[config.mk]
export PLATFORM = sky130hd
export DESIGN_NAME = delay_drain_fifo
export DESIGN_NICKNAME = d
export VERILOG_FILES = /design/src/rtl/delay_drain_fifo_pkg.sv /design/src/rtl/delay_drain_fifo_mem.sv /design/src/rtl/delay_drain_fifo.sv
export SDC_FILE = /design/constraint.sdc
export NUM_CORES = 1
export LEC_CHECK = 0
export ABC_AREA = 1
export BUFFER_PORTS_ARGS = -buffer_cell sky130_fd_sc_hd__buf_2
export CAP_MARGIN = 20
export CORE_UTILIZATION = 55
export DETAILED_ROUTE_END_ITERATION = 10
export PLACE_DENSITY = 0.74
export SLEW_MARGIN = 0
export SYNTH_ARGS = -nofsm -noshare
export SYNTH_HDL_FRONTEND = slang
export SYNTH_SLANG_ARGS = --single-unit
[constraint.sdc]
create_clock -name clk -period 4.4 [get_ports clk]
set_clock_uncertainty 0.05 [all_clocks]
set_input_delay 0.44 -clock clk [delete_from_list [all_inputs] [get_ports clk]]
set_output_delay 0.44 -clock clk [all_outputs]
set_load 0.03 [all_outputs]
[src/rtl/delay_drain_fifo_pkg.sv]
// delay_drain_fifo_pkg: default geometry shared by the drain FIFO and its users
package delay_drain_fifo_pkg;
    localparam int DDF_DATA_WIDTH = 16;
    localparam int DDF_DELAY      = 2;
    localparam int DDF_DEPTH      = 8;
endpackage

[src/rtl/delay_drain_fifo_mem.sv]
// drain_fifo_mem: DEPTH x DATA_WIDTH storage, synchronous write, asynchronous read
module drain_fifo_mem #(
    parameter int DATA_WIDTH = 16,
    parameter int DEPTH      = 8,
    localparam int ADDR_W    = $clog2(DEPTH)
) (
    input  logic                  clk,
    input  logic                  we_i,
    input  logic [ADDR_W-1:0]     waddr_i,
    input  logic [DATA_WIDTH-1:0] wdata_i,
    input  logic [ADDR_W-1:0]     raddr_i,
    output logic [DATA_WIDTH-1:0] rdata_o
);
    logic [DATA_WIDTH-1:0] mem_q [DEPTH];
    // storage is deliberately not reset; the head is only meaningful while occupied
    always_ff @(posedge clk) begin
        if (we_i) mem_q[waddr_i] <= wdata_i;
    end
    assign rdata_o = mem_q[raddr_i];
endmodule

[src/rtl/delay_drain_fifo.sv]
// delay_drain_fifo: drives a stall-only delay line and drains its valid words into a FWFT FIFO
module delay_drain_fifo
    import delay_drain_fifo_pkg::*;
#(
    parameter int DATA_WIDTH = DDF_DATA_WIDTH,
    parameter int DELAY      = DDF_DELAY,
    parameter int DEPTH      = DDF_DEPTH,
    localparam int ADDR_W    = $clog2(DEPTH)
) (
    input  logic                  clk,
    input  logic                  rst,
    input  logic                  s_valid,
    output logic                  s_ready,
    output logic                  pipe_en,
    input  logic [DATA_WIDTH-1:0] d_pipe,
    input  logic                  flush,
    output logic                  m_valid,
    output logic [DATA_WIDTH-1:0] m_data,
    input  logic                  m_ready,
    output logic [ADDR_W:0]       count
);
    localparam logic [ADDR_W:0] FULL = (ADDR_W + 1)'(DEPTH);
    localparam logic [ADDR_W:0] ONE  = 1;
    logic [DELAY-1:0]  vld_sr_q, vld_sr_d;
    logic [ADDR_W-1:0] wr_ptr_q, wr_ptr_d, rd_ptr_q, rd_ptr_d;
    logic [ADDR_W:0]   count_q, count_d;
    logic              push, pop;
    // the line only advances while the FIFO can absorb whatever reaches its end
    assign pipe_en = (count_q != FULL) && !flush;
    assign s_ready = pipe_en;
    assign m_valid = count_q != '0;
    assign count   = count_q;
    // next-state for validity shadow, pointers and occupancy; flush overrides everything
    always_comb begin
        push     = pipe_en && vld_sr_q[DELAY-1];
        pop      = m_valid && m_ready;
        vld_sr_d = flush ? '0 : pipe_en ? DELAY'({vld_sr_q, s_valid}) : vld_sr_q;
        wr_ptr_d = flush ? '0 : wr_ptr_q + ADDR_W'(push);
        rd_ptr_d = flush ? '0 : rd_ptr_q + ADDR_W'(pop);
        count_d  = flush ? '0 : (push && !pop) ? count_q + ONE
                 : (pop && !push) ? count_q - ONE : count_q;
    end
    // state registers with asynchronous clear
    always_ff @(posedge clk or posedge rst) begin
        if (rst) begin
            vld_sr_q <= '0;
            wr_ptr_q <= '0;
            rd_ptr_q <= '0;
            count_q  <= '0;
        end else begin
            vld_sr_q <= vld_sr_d;
            wr_ptr_q <= wr_ptr_d;
            rd_ptr_q <= rd_ptr_d;
            count_q  <= count_d;
        end
    end
    drain_fifo_mem #(.DATA_WIDTH(DATA_WIDTH), .DEPTH(DEPTH)) u_mem (
        .clk     (clk),
        .we_i    (push),
        .waddr_i (wr_ptr_q),
        .wdata_i (d_pipe),
        .raddr_i (rd_ptr_q),
        .rdata_o (m_data)
    );
endmodule
## Yosys cells after proc, flatten, opt, wreduce, memory -nomap -nowiden

Memories as Yosys holds them, arrays and structs flattened.
Index checks and enable logic that the tools add are counted.

| word-level totals | value |
|---|---|
| bits of input ports | 21 |
| word-level logic and storage cells | 30 |
| memories | 1 |
| register bits | 12 |
| memory bits (writable) | 128 |

| operators by class | value |
|---|---|
| muxes and demuxes | 9 |
| equality and inequality tests | 1 |
| $add $sub $neg | 4 |
| reduce and logical (&&, ||, !) cells | 11 |

Memories:

| name | depth | width | rd ports | clocked after Yosys merged registers in | wr ports | RTL line | source |
|---|---|---|---|---|---|---|---|
| u_mem.mem_q | 8 | 16 | 1 | 0 | 1 | delay_drain_fifo_mem.sv:14 | `logic [DATA_WIDTH-1:0] mem_q [DEPTH];` |

Operator list:

| cell | number |
|---|---|
| $mux W4 | 3 |
| $add A3 B1 Y3 | 2 |
| $mux W3 | 2 |
| $logic_and A1 B1 Y1 | 5 |
| $add A4 B1 Y4 const B | 1 |
| $mux W2 | 2 |
| $ne A4 B4 Y1 const B | 1 |
| $reduce_bool A4 Y1 | 1 |
| $sub A4 B1 Y4 const B | 1 |
| $logic_not A1 Y1 | 3 |
| $reduce_bool A3 Y1 | 1 |
| $mux W1 | 2 |
| $reduce_bool A2 Y1 | 1 |

## Longest topological paths before layout

| depth | value |
|---|---|
| word-level depth | 8 |
| depth in mapped cells | 14 |
| depth with buffers taken out | 14 |

## Cells and area by module

A second synthesis with hierarchy kept.

| unflattened totals | value |
|---|---|
| cell total of the unflattened synthesis | 655 |
| area total of the unflattened synthesis | 6,438.7 µm² |

Modules (own cells, without submodules):

| module | area each (µm²) | cells an instance | instances | seq. area each (µm²) |
|---|---|---|---|---|
| drain_fifo_mem | 5,669.2 | 571 | 1 | 3,843.7 |
| delay_drain_fifo | 769.5 | 84 | 1 | 300.3 |

## Worst setup path after synthesis

OpenSTA, ideal clock, no wires.

| timing path | value |
|---|---|
| kind | register to register |
| from | register count_q[3], in the netlist count[3] |
| to | memory u_mem.mem_q[0][0], enable pin |
| arrival time | 1.866 ns |
| library setup time | 0.388 ns |
| data required time | 3.962 ns |
| setup slack | 2.095 ns |
| clock period less this slack | 2.305 ns |
| cell stages (with the launch flop) | 7 |
| cells stage by stage | dfrtp_1 > inv_2 > nor2_4 > nand2_1 > nand3_4 > or2_1 > nor2_1 |

| on the way | value |
|---|---|
| cells in the longest elaborated chain, start to end | 5 |

Ends and longest elaborated chain:

| element | RTL line | source |
|---|---|---|
| start, declared | delay_drain_fifo.sv:26 | `logic [ADDR_W:0] count_q, count_d;` |
| start signal, assigned | delay_drain_fifo.sv:54 | `count_q <= count_d;` |
| $ne A4 B4 Y1 | delay_drain_fifo.sv:29 | `assign pipe_en = (count_q != FULL) && !flush;` |
| $logic_and A1 B1 Y1 | delay_drain_fifo.sv:29 |  |
| $logic_and A1 B1 Y1 | delay_drain_fifo.sv:35 | `push = pipe_en && vld_sr_q[DELAY-1];` |
| $mux W1 | delay_drain_fifo_mem.sv:17 | `if (we_i) mem_q[waddr_i] <= wdata_i;` |
| $mux W1 (implied by the code) | delay_drain_fifo_mem.sv:17 |  |
| end, declared | delay_drain_fifo_mem.sv:14 |  |

Every way passes these cells.

## Worst setup path after layout

| timing path | value |
|---|---|
| from | register rd_ptr_q[0] |
| to | output port m_data[4] |

| on the way | value |
|---|---|
| cells in the longest elaborated chain, start to end | 1 |

Ends and longest elaborated chain:

| element | RTL line | source |
|---|---|---|
| start, declared | delay_drain_fifo.sv:25 | `logic [ADDR_W-1:0] wr_ptr_q, wr_ptr_d, rd_ptr_q, rd_ptr_d;` |
| start signal, assigned | delay_drain_fifo.sv:53 | `rd_ptr_q <= rd_ptr_d;` |
| $mem_v2 Z8 W16 | - |  |
| end, declared | delay_drain_fifo.sv:18 | `output logic [DATA_WIDTH-1:0] m_data,` |

Every way passes these cells.

==> results.json <==
{
  "drt-initial-drc-count": 304,
  "ios": 44,
  "cp_num_buf_inv": 2,
  "tns_ns": 0,
  "via_per_inst": 5.59,
  "n_fill_cell": 770,
  "cp_data_arrival_time_ns": 2.63,
  "utilization": 0.660,
  "relSlewSlack": 0.426,
  "clock_sinks": 140,
  "cpMaxStageDelayCell": "dfrtp_2",
  "hp-class": "in -> reg",
  "finalInstanceArea_mm2": 0.00678,
  "cts-root-buf": "clkbuf_8",
  "grt_pass1_vias": 3691,
  "core_mm2": 0.0103,
  "setup_viol": 0,
  "min_to": "vld_sr_q[0]",
  "grt_max_degree": 65,
  "fin_crit_sh": 0.708,
  "crit_fanout": 34,
  "ys_warn_count": 0,
  "nets": 555,
  "drt-pass1-iter-count": 5,
  "outcome": "completed",
  "die_area_mm2": 0.0109,
  "holdPathStages": 3,
  "drc": 0,
  "maxSlewViolCount": 0,
  "p_total_mw": 3.91,
  "area_growth_pct": 17.2,
  "cts_resized": 0,
  "grt_pass1_wl_um": 19000,
  "post-place-ws_ns": 1.88,
  "n_antenna_cell": 0,
  "rows": 37,
  "seq_area_mm2": 0.00415,
  "multiInputGateArea_mm2": 0.00144,
  "initial_utilization": 0.563,
  "syn_area_mm2": 0.00579,
  "ys_top_cells_by_area": "edfxtp_1 66%, nor2_1 6.2%, dfrtp_1 5.2%",
  "dp_hpwl_um": 7330,
  "power_density_mw_per_mm2": 577,
  "path_cells": "buf_4 > nor2_1 > nor2_1 > o21ai_0 > a31oi_1 > buf_2",
  "required_ns": 3.91,
  "fp.dieW_um": 105,
  "vias": 3773,
  "cts_inserted_buffers": 17,
  "clock.fmax_ghz": 0.321,
  "worstSetupStartpoint": "rd_ptr_q[0]",
  "synth_area_leader_cell": "edfxtp_1",
  "whs_ns": 0.0880,
  "syn_inst": 477,
  "hold_path_startpoint": "s_valid",
  "peakVddDrop_mv": 0.323,
  "insertion_delay_ns": 0.52,
  "slowest_delay_ns": 0.77,
  "hold_violations": 0,
  "grt_use_total": 0.236,
  "yosysTopAreaCellShare": 0.664,
  "ys_seq_area_frac": 0.716,
  "grt_overflow": 0,
  "gp_congestion": 0.759,
  "syn-num-nets": 505,
  "path_clk_slew_ns": 0.06,
  "power.leakage_nw": 2.50,
  "synth_seq_cells": 140,
  "cts_tree": "built",
  "ctsHoldBuffers": 1,
  "rr_worst_depth": 8,
  "worst_path_most_repeated_cell": "nor2_1",
  "drt-wirelength-per-cell_um": 17.8,
  "antenna_found_initial": 0,
  "fin_crit_ns": 3.12,
  "postPlaceCellArea_mm2": 0.00613,
  "crit_type": "reg -> out",
  "die_h_um": 105,
  "port_buffers": 43,
  "rr_startpoint": "count[3]",
  "synth_cell_types": 29,
  "rsz0062_at_grt": "no",
  "placed_cells_incl_taps": 642,
  "setup_ws_ns": 1.28,
  "startpoint_type": "flop",
  "r2r-end": "u_mem.mem_q[1][3]",
  "drt-total-wl_um": 12000,
  "r2r_slack_ns": 2.03,
  "worst_setup_path_end_kind": "primary output",
  "cts_buffer_depth": 2,
  "cp_top_family": "flip-flops",
  "post_cts_buffers": 0,
  "syn_avg_cell_area_um2": 12.1,
  "drive_gt1_frac": 0.182,
  "route.antenna.remaining_nets": 0,
  "tightest_slew_ns": 0.857,
  "htreeDepth": 4,
  "drv_cap": 0,
  "fin_cells": 675
}
==> cell usage after synthesis <==
cell	number
o21ai_1	11
inv_2	1
fa_1	1
o21ai_4	1
dfrtp_1	12
inv_1	16
a21oi_4	2
buf_6	2
nor2_1	95
clkbuf_2	3
buf_2	8
a31oi_1	16
or2_1	1
nand2_1	69
nand2_2	3
buf_1	1
nor2_4	2
a21oi_1	18
nand3_4	2
o21ai_0	57
buf_4	3
ha_1	6
xnor2_1	2
nand3_1	6
nor2_2	1
edfxtp_1	128
nand2_4	1
inv_4	2
clkbuf_1	7
==> worst min-delay path, cell delays in order <==
cell     delay [ns]
buf_2          0.08
nand2_1        0.04
o21ai_0        0.06
==> report_power, final <==
group          switching (mW)  internal [mW]
logic                   0.620          0.260
registers              0.0665           1.49
clock network           0.510          0.968
==> state kept, by name (all words and copies together) (netlist names) <==
signal,flops
u_mem.mem_q,128
count,4
rd_ptr_q,3
wr_ptr_q,3
vld_sr_q,2
==> kinds of logic (layout without fill, tap and decap cells) <==
kind of cell / Yosys count / count (layout) / share of synthesized area
AOI/OAI and AO/OA: 105 / 105 / 0.100
xor gates and xnor gates: 2 / 2 / 0.00303
adders and majority gates: 7 / 7 / 0.0164
buffers and inverters: 43 / 105 / 0.0357
DFF: 140 / 140 / 0.716
and+or+nand+nor: 180 / 180 / 0.129
==> area by class of cell <==
class / instances / share of cell area
tap: 136 / 0.0251
timing repair buffer: 55 / 0.0494
multi-input combinational: 294 / 0.212
sequential: 140 / 0.611
clock buffer: 18 / 0.0616
clock inverter: 13 / 0.0293
inverter: 19 / 0.0113
==> routing by layer <==
layer	up-vias	GRT usage	share of wire
met5	-	0	0
met4	0	0.102	0.023
met3	22	0.0686	0.064
met2	148	0.398	0.53
met1	1826	0.283	0.39
li1	1777	-	-
==> placed cells by master (no fill, tap or decap), drive strengths merged, types with 2 or more instances in the layout <==
| cell | count |
|---|---|
| a31oi | 16 |
| clkbuf | 18 |
| nand2 | 73 |
| o21ai | 69 |
| nor2 | 98 |
| inv | 19 |
| bufinv | 5 |
| xnor2 | 2 |
| clkinvlp | 3 |
| buf | 54 |
| dfrtp | 12 |
| nand3 | 8 |
| clkinv | 5 |
| ha | 6 |
| a21oi | 20 |
| edfxtp | 128 |
==> how the worst max path moves through the flow <==
stage / slack [ns] / depth (start not counted) / endpoint
6_report: 1.28 / 6 / m_data[4]
5_1_grt: 1.14 / 6 / m_data[4]
4_1_cts: 1.28 / 6 / m_data[4]
3_5_place_dp: 1.88 / 7 / u_mem.mem_q[1][15]
3_3_place_gp: 1.72 / 5 / u_mem.mem_q[0][12]
2_1_floorplan: 2.10 / 6 / u_mem.mem_q[0][0]
(Power assumes the default switching activity.)
